===== src/rtl/ctrl_pipe_decoder.sv =====
// rtl/ctrl_pipe_decoder.sv - pipelined main decoder with ID/EX, EX/MEM, MEM/WB control registers
module ctrl_pipe_decoder #(
  parameter bit EXT_EN   = 1'b1,
  parameter int IMMSRC_W = 3,
  parameter int CNT_W    = 8
) (
  input  logic                clk,
  input  logic                rst_n,
  input  logic [6:0]          op_d,
  input  logic                valid_d,
  input  logic                stall_e,
  input  logic                flush_e,
  input  logic                cnt_clr,
  output logic [IMMSRC_W-1:0] imm_src_d,
  output logic                illegal_d,
  output logic                reg_write_e,
  output logic                mem_write_e,
  output logic                branch_e,
  output logic                jump_e,
  output logic                jump_reg_e,
  output logic                alu_src_e,
  output logic [1:0]          result_src_e,
  output logic [1:0]          alu_op_e,
  output logic                valid_e,
  output logic                illegal_e,
  output logic                reg_write_m,
  output logic                mem_write_m,
  output logic [1:0]          result_src_m,
  output logic                reg_write_w,
  output logic [1:0]          result_src_w,
  output logic [CNT_W-1:0]    illegal_cnt
);

  typedef struct packed {
    logic       reg_write;
    logic       mem_write;
    logic       branch;
    logic       jump;
    logic       jump_reg;
    logic       alu_src;
    logic [1:0] result_src;
    logic [1:0] alu_op;
    logic       valid;
    logic       illegal;
  } ctl_t;

  typedef struct packed {
    logic       reg_write;
    logic       mem_write;
    logic [1:0] result_src;
  } mem_t;

  typedef struct packed {
    logic       reg_write;
    logic [1:0] result_src;
  } wb_t;

  ctl_t                dec;
  logic [IMMSRC_W-1:0] imm_dec;
  logic                known;

  ctl_t             ex_d, ex_q;
  mem_t             mem_d, mem_q;
  wb_t              wb_d, wb_q;
  logic [CNT_W-1:0] cnt_d, cnt_q;

  // Opcode decode; bubbles and unknown opcodes collapse to an all-zero bundle
  always_comb begin
    dec     = '0;
    imm_dec = '0;
    known   = 1'b1;
    case (op_d)
      7'b0000011: begin
        dec.reg_write = 1'b1; dec.alu_src = 1'b1; dec.result_src = 2'b01;
      end
      7'b0100011: begin
        imm_dec = IMMSRC_W'(3'b001); dec.alu_src = 1'b1; dec.mem_write = 1'b1;
      end
      7'b0110011: begin
        dec.reg_write = 1'b1; dec.alu_op = 2'b10;
      end
      7'b1100011: begin
        imm_dec = IMMSRC_W'(3'b010); dec.branch = 1'b1; dec.alu_op = 2'b01;
      end
      7'b0010011: begin
        dec.reg_write = 1'b1; dec.alu_src = 1'b1; dec.alu_op = 2'b10;
      end
      7'b1101111: begin
        dec.reg_write = 1'b1; imm_dec = IMMSRC_W'(3'b011);
        dec.result_src = 2'b10; dec.jump = 1'b1;
      end
      7'b0110111: begin
        if (EXT_EN) begin
          dec.reg_write = 1'b1; imm_dec = IMMSRC_W'(3'b100);
          dec.alu_src = 1'b1; dec.result_src = 2'b11;
        end else begin
          known = 1'b0;
        end
      end
      7'b1100111: begin
        if (EXT_EN) begin
          dec.reg_write = 1'b1; dec.alu_src = 1'b1; dec.result_src = 2'b10;
          dec.jump = 1'b1; dec.jump_reg = 1'b1;
        end else begin
          known = 1'b0;
        end
      end
      default: known = 1'b0;
    endcase
    if (!valid_d || !known) begin
      dec     = '0;
      imm_dec = '0;
    end
    dec.valid   = valid_d;
    dec.illegal = valid_d & ~known;
  end

  // Next-state for the three pipeline registers and the illegal counter
  always_comb begin
    ex_d  = ex_q;
    mem_d = '0;
    wb_d  = '0;
    cnt_d = cnt_q;
    if (flush_e) begin
      ex_d = '0;
    end else if (!stall_e) begin
      ex_d = dec;
    end
    if (!(stall_e && !flush_e)) begin
      mem_d.reg_write  = ex_q.reg_write;
      mem_d.mem_write  = ex_q.mem_write;
      mem_d.result_src = ex_q.result_src;
    end
    wb_d.reg_write  = mem_q.reg_write;
    wb_d.result_src = mem_q.result_src;
    if (cnt_clr) begin
      cnt_d = '0;
    end else if (dec.illegal && !flush_e && !stall_e && (cnt_q != '1)) begin
      cnt_d = cnt_q + CNT_W'(1);
    end
  end

  // Pipeline and counter registers; reset turns every stage into a bubble
  always_ff @(posedge clk) begin
    if (!rst_n) begin
      ex_q  <= '0;
      mem_q <= '0;
      wb_q  <= '0;
      cnt_q <= '0;
    end else begin
      ex_q  <= ex_d;
      mem_q <= mem_d;
      wb_q  <= wb_d;
      cnt_q <= cnt_d;
    end
  end

  assign imm_src_d    = imm_dec;
  assign illegal_d    = dec.illegal;
  assign reg_write_e  = ex_q.reg_write;
  assign mem_write_e  = ex_q.mem_write;
  assign branch_e     = ex_q.branch;
  assign jump_e       = ex_q.jump;
  assign jump_reg_e   = ex_q.jump_reg;
  assign alu_src_e    = ex_q.alu_src;
  assign result_src_e = ex_q.result_src;
  assign alu_op_e     = ex_q.alu_op;
  assign valid_e      = ex_q.valid;
  assign illegal_e    = ex_q.illegal;
  assign reg_write_m  = mem_q.reg_write;
  assign mem_write_m  = mem_q.mem_write;
  assign result_src_m = mem_q.result_src;
  assign reg_write_w  = wb_q.reg_write;
  assign result_src_w = wb_q.result_src;
  assign illegal_cnt  = cnt_q;

endmodule


===== config.mk =====
export PLATFORM = sky130hd
export DESIGN_NAME = ctrl_pipe_decoder
export DESIGN_NICKNAME = d
export VERILOG_FILES = /design/src/rtl/ctrl_pipe_decoder.sv
export SDC_FILE = /design/constraint.sdc
export NUM_CORES = 1
export LEC_CHECK = 0
export ABC_AREA = 1
export CORE_MARGIN = 10
export CORE_UTILIZATION = 35
export DETAILED_ROUTE_END_ITERATION = 12
export PLACE_DENSITY = 0.66
export REMOVE_ABC_BUFFERS = 1
export SYNTH_ARGS = -nofsm -noshare
export SYNTH_HDL_FRONTEND = slang
export SYNTH_SLANG_ARGS = --single-unit

===== constraint.sdc =====
create_clock -name clk -period 1.7 [get_ports clk]
set_clock_uncertainty 0.1 [all_clocks]
set_input_delay 0.255 -clock clk [delete_from_list [all_inputs] [get_ports clk]]
set_output_delay 0.255 -clock clk [all_outputs]
set_load 0.005 [all_outputs]

==> results.md, run 1 <==
* Final Worst Setup Slack at -0.005448 ns
* # H-tree levels at 1
* Clock-pin transition on the worst setup and hold timing paths at 0.09 ns
* Final setup TNS at -0.005448 ns
* Max-slew violations at 0
* Clk buf depth at 2
* CP required at 1.34 ns
* Simple-Gate Fraction of Synth Area at 37.93%
* Routed len/inst at 12.65 um
* Die Height at 81.70 um
* Relative slew slack at 76.39%
* CP Class: input pin to primary output
* Largest family of logic cells by synthesized area: simple AND/OR/NAND/NOR gates
* Layout cells sized above 1 at 37.50%
* Max-Cap Viols at 0
* Post-Synth XOR/XNOR Area at 3.944%
* Max rail drop VDD at 0.4459 mV
* Critical path launch point type: input pin
* FF+latch area at 520.5 um^2
* NetSw at 0.0002961 W
* Flops & latches, synth at 26
* Cell Area, Synth at 0.001333 mm^2
* Initial antenna violation count at 0
* Worst Hold Class: input pin to flop
* Num CTS Buffers at 3
* Worst path arrival time at 1.35 ns
* Post-route ant nets at 0
* Unique masters post-synth at 26
* Hold Buf Count CTS at 0
* GP Congestion at 0.8204
* Vias in the first global route at 1,308
* CP Capture Type: primary output
* Pin count of the biggest net entering global routing at 15
* RSZ-0062 raised after global routing: yes
* DR iter-0 viols at 59
* Buffers on Ports at 43
* Post-Syn Instances at 184
* Clk sink count at 26
* Leak at 0.9939 nW
* Worst Tran Pin Value at 0.3538 ns
* Min Hold Slack at 0.2381 ns
* Vias per std cell at 4.519
* Die footprint at 0.006675 mm^2
* Failing checks: negative setup slack
* Syn_area_per_cell at 7.242 um^2
* Starting density of the core at 36.40%
* Area taken by multi-input logic gates at 802.0 um^2
* Num rows at 22
* Inst Count DP at 296
* Hold Fails Final Rpt at 0
* Synth Area in Adders at 0.9390%
* ANT cells at 0
* Top Ports at 44
* Post-synthesis sequential area ratio at 39.06%
* Pwr Density at 531.2 mW/mm^2
* Flop pwr share at 51.0%
* Finished Layout Cells at 312
* First-pass iteration count of the detailed router at 4
* DR vias at 1,410
* Clock power share at 33.9%
* Final-layout fill cell count at 313
* Core area at 0.003661 mm^2
* CP Max Fanout at 3
* Crit path time final at 1.705 ns
* Synth Area in Compound Gates at 8.732%
* Root Buffer: clkbuf_8
* Area grow syn2layout at 69.39%
* Global route total overflow at 0
* CTS tree: yes
* Multiplexer share of the synthesized area at 0%
* Switch share at 24.69%
* Setup Viol. Count Final at 1
* Combinational power share at 15.1%
* # DRC at 0
* First-pass GRT wire length at 6030 um
* GRT Util Overall at 11.28%
* Internal power at 0.0009031 W
* Yosys warns at 0
* Die width at 81.70 um
* Worst skew pair latency at 0.27 ns
* Status: finished with violations
* Layout net count at 279
* Max Fclk at 0.5864 GHz
* Tcrit/Tclk final at 100.3%
* Routed WL at 3946 um
* DP HPWL at 2733 um
==> power groups by stage <==
| stage | registers, W | clock network (W) | logic (W) |
|---|---|---|---|
| after detailed placement | 0.000626 | 0 | 0.000141 |
| after global placement | 0.000626 | 0 | 0.000141 |
| final | 0.000612 | 0.000406 | 0.000181 |
| after floorplan | 0.000627 | 0 | 0.0000572 |
| after CTS | 0.000612 | 0.000423 | 0.000157 |
| after global routing | 0.000612 | 0.000436 | 0.000197 |
==> cell usage after synthesis <==
cell type   n  area share, %
nand2_1    35            9.9
dfxtp_1    26             39
inv_1      21            5.9
a21oi_1    20            7.5
nand3_1    19            7.1
nor2_1     19            5.4
inv_2       7            2.0
nand2_2     5            2.3
xor2_1      5            3.3
nor2_2      4            1.9
nor2_4      3            2.5
clkbuf_1    2           0.56
nand2_4     2            1.7
nand3_2     2            1.5
nand4_1     2           0.94
o21ai_0     2           0.75
a31oi_1     1           0.47
buf_2       1           0.38
buf_4       1           0.56
ha_1        1           0.94
nand3_4     1            1.3
nand4_2     1           0.94
nor2_8      1            1.5
nor3_1      1           0.38
nor3b_1     1           0.56
xnor2_1     1           0.66
==> critical path: stages <==
cell and delay [ns]:
buf_6 0.10, inv_4 0.05, nand2_2 0.07, nor2_4 0.16, nand2_2 0.11, nand3_4 0.10, nor2_4 0.05, buf_6 0.11
nor2_4 0.07, inv_2 0.05, a21oi_2 0.10, buf_2 0.12
==> metal layers <==
layer	vias up	part of all wire (%)	track usage, %
li1	739	-	-
met1	631	43	12.68
met2	34	48	19.51
met3	6	8.2	4.039
met4	0	1.5	3.571
met5	-	0	0
==> area by class of cell <==
type | instances | area share, %
Sequential cell | 26 | 23.06
Inverter | 28 | 5.100
Timing Repair Buffer | 80 | 31.21
Tap cell | 48 | 2.661
Clock buffer | 4 | 2.439
Multi-Input combinational cell | 126 | 35.53
==> layout by cell type, fill, tap and decap left out <==
cell | Yosys | layout
nand4_2 | 1 | 1
a21oi_1 | 20 | 17
nand3_2 | 2 | 4
clkbuf_2 | 0 | 1
a31oi_1 | 1 | 1
dfxtp_1 | 26 | 26
nand2_8 | 0 | 1
inv_4 | 0 | 4
nand2_1 | 35 | 31
nand3_1 | 19 | 16
nor3_2 | 0 | 1
xor2_1 | 5 | 5
buf_6 | 0 | 9
o21ai_0 | 2 | 2
ha_1 | 1 | 1
nand2_4 | 2 | 4
inv_2 | 7 | 6
clkdlybuf4s50_1 | 0 | 32
nor2_1 | 19 | 12
buf_2 | 1 | 3
nor2_2 | 4 | 6
inv_1 | 21 | 18
xnor2_1 | 1 | 1
buf_4 | 1 | 35
nand2_2 | 5 | 6
nor3b_1 | 1 | 1
clkbuf_8 | 0 | 4
a21oi_2 | 0 | 3
nand3_4 | 1 | 2
nand4_1 | 2 | 2
nor2_4 | 3 | 8
nor2_8 | 1 | 1
==> cell families (layout without fill, tap and decap cells) <==
logic type | Yosys count | count (layout)
buffers and inverters | 32 | 112
XOR/XNOR | 6 | 6
AND/OR/NAND/NOR | 96 | 96
AO/OA/AOI/OAI | 23 | 23
flip-flops | 26 | 26
adder cells (fa/ha/maj) | 1 | 1
==> final timing paths <==
check	endpoint	slack (ns)	from	cells after the start
worst max-delay path	imm_src_d[0]	-0.005	op_d[3]	12
worst min-delay path	result_src_e[1]	0.24	op_d[6]	4
worst max register to register	illegal_cnt[1]	0.19	illegal_cnt[0]	7
worst min register to register	result_src_w[0]	0.34	result_src_m[0]	2
==> sequential cells by signal, summed over array words and instances (netlist names), 2 cells and up <==
| signal | cells |
|---|---|
| result_src_m | 2 |
| result_src_w | 2 |
| illegal_cnt | 8 |
| result_src_e | 2 |
==> metrics by stage <==
step | power (W) | setup WS (ns) | instance area, um^2 | utilization (%)
after detailed placement | 0.0007675 | -0.7170 | 1991 | 54.37
after global placement | 0.0007675 | -0.7006 | 1991 | 54.37
after floorplan | 0.0006840 | 0.1933 | 1313 | -
after CTS | 0.001192 | 0.0008769 | 2137 | 58.37
after global routing | 0.001245 | -0.07861 | 2257 | 61.65
final | 0.001199 | -0.005448 | 2257 | 61.65
==> timing repair <==
| action | CTS | global route |
|---|---|---|
| setup buffers | 10 | 2 |
| pin swaps | 10 | 19 |
| gates cloned | 0 | 0 |
| gates resized for setup | 59 | 31 |
| endpoints found under the setup margin | 12 | 15 |
Note: power is estimated with default switching activity, not from simulation.
==> inputs of run 2 (changes only) <==
--- a/config.mk
+++ b/config.mk
@@ -9,6 +9,7 @@
 export CORE_MARGIN = 10
 export CORE_UTILIZATION = 35
 export DETAILED_ROUTE_END_ITERATION = 12
+export MAX_ROUTING_LAYER = met4
 export PLACE_DENSITY = 0.66
 export REMOVE_ABC_BUFFERS = 1
 export SYNTH_ARGS = -nofsm -noshare
==> run 2 against run 1 <==
The run now ends clean; global-route usage increased by 0.36 points; flip-flop and latch count unchanged; utilization is 2.2 points lower; largest cell class unchanged.
==> results.md, run 2 (synthesis gave the netlist of run 1 again) <==
* Critical R2R Launch: illegal_cnt[0]
* Routed len/inst at 12.28 um
* Top Ports at 44
* # DRC at 0
* Post-layout util at 59.50%
* Cell Area, Placed at 0.001991 mm^2
* Core area at 0.003661 mm^2
* GP Congestion at 0.8326
* Die footprint at 0.006675 mm^2
* First-pass iteration count of the detailed router at 4
* Clk buf depth at 2
* Max reg flops at 8
* Worst Hold Class: input pin to flop
* Vias per std cell at 4.516
* Post-Layout Inst Area at 0.002178 mm^2
* Die Height at 81.70 um
* Hold Buf Count CTS at 0
* Die width at 81.70 um
* Commonest non-fill, non-tap cell in the layout: buf_4
* GRT Util Overall at 11.64%
* Vias in the first global route at 1,302
* Layout cells sized above 1 at 35.38%
* Max Fclk at 0.6075 GHz
* Starting density of the core at 36.40%
* CP Max Fanout at 4
* Final Worst Setup Slack at 0.05392 ns
* Num rows at 22
* Relative slew slack at 76.78%
* # H-tree levels at 1
* CP required at 1.34 ns
* Tcrit/Tclk final at 96.83%
* Crit path time final at 1.646 ns
* Post-route ant nets at 0
* Hold Fails Final Rpt at 0
* Buffers on Ports at 43
* Place WS at -0.7170 ns
* Pin count of the biggest net entering global routing at 15
* DP HPWL at 2733 um
* Worst path arrival time at 1.29 ns
* Worst Tran Pin Value at 0.3479 ns
* First-pass GRT wire length at 6037 um
* Commonest cells after routing, fill and taps aside: buf_4, nand2_1, clkdlybuf4s50_1, dfxtp_1
* Clk sink count at 26
* Final setup TNS at 0 ns
* CP Class: input pin to primary output
* Root Buffer: clkbuf_8
* RSZ-0062 raised after global routing: yes
* ANT cells at 0
* Area grow syn2layout at 63.47%
* Status: complete, no violations
* Max-Cap Viols at 0
* CP Capture Type: primary output
* Max-slew violations at 0
* Setup Viol. Count Final at 0
* HP Start: op_d[6]
* Pwr Density at 544.4 mW/mm^2
* CTS tree: yes
* Critical path launch point type: input pin
* Routed WL at 3781 um
* Worst skew pair latency at 0.27 ns
* Num CTS Buffers at 3
* Global route total overflow at 0
* DR vias at 1,391
* Max rail drop VDD at 0.4458 mV
* Clock-pin transition on the worst setup and hold timing paths at 0.09 ns
* DR iter-0 viols at 48
* Critical Path Start: op_d[2]
* Layout net count at 275
* Leak at 0.9689 nW
* Initial antenna violation count at 0
## run 2: cell count changes in the layout (fill, tap and decap cells not counted), moves of 2 or more
cell   before  now
inv_2       6    8
buf_6       9    3
buf_2       3    5
inv_4       4    2
## run 2: cell type report
type                    count  area, um^2
clock buffers               4       55.05
fillers                   324        1483
multi-input cells         126       785.8
well taps                  48       60.06
inverters                  28       110.1
repair buffers             76       646.9
flip-flops and latches     26       520.5
## run 2: power breakdown
| group | switching (W) | internal, W | total, W |
|---|---|---|---|
| registers | 0.00000121 | 0.000611 | 0.000612 |
| logic | 0.0000906 | 0.0000760 | 0.000167 |
| clock network | 0.000200 | 0.000207 | 0.000407 |
| total | 0.000292 | 0.000894 | 0.00119 |
## run 2: worst paths after layout
path	end	slack [ns]	cells past startpoint
hold reg to reg	result_src_w[0]	0.34	2
setup reg to reg	illegal_cnt[1]	0.21	7
setup / recovery	imm_src_d[0]	0.05	10
hold / removal	result_src_e[1]	0.28	4
## run 2: repair_timing
action | CTS | global route
setup buffers | 10 | 0
endpoints found under the setup margin | 12 | 15
pin swaps | 10 | 14
gates resized for setup | 59 | 19
gates cloned | 0 | 0
endpoints found under the hold margin | 0 | 0
## run 2: metrics by stage
stage | cells | power, W | hold WS [ns]
floorplan | 180 | 0.0006840 | 0.2485
global placement | 296 | 0.0007675 | 0.3169
detailed placement | 296 | 0.0007675 | 0.3255
CTS | 310 | 0.001192 | 0.2453
global route | 308 | 0.001232 | 0.2832
finish | 308 | 0.001186 | 0.2806
## run 2: routing by layer
metal	share of wire, %	vias to the layer above	track usage [%]
li1	-	736	-
met1	45	619	13.38
met2	47	31	19.43
met3	6.2	5	3.057
met4	1.1	0	3.571
met5	0	-	-
## run 2: worst max-delay path: stages
cell and delay, ns:
buf_4 0.13, inv_2 0.05, nand2_2 0.05, nor2_4 0.12, buf_4 0.13, inv_1 0.05, nor3_2 0.14, inv_1 0.10
a21oi_2 0.14, buf_2 0.12
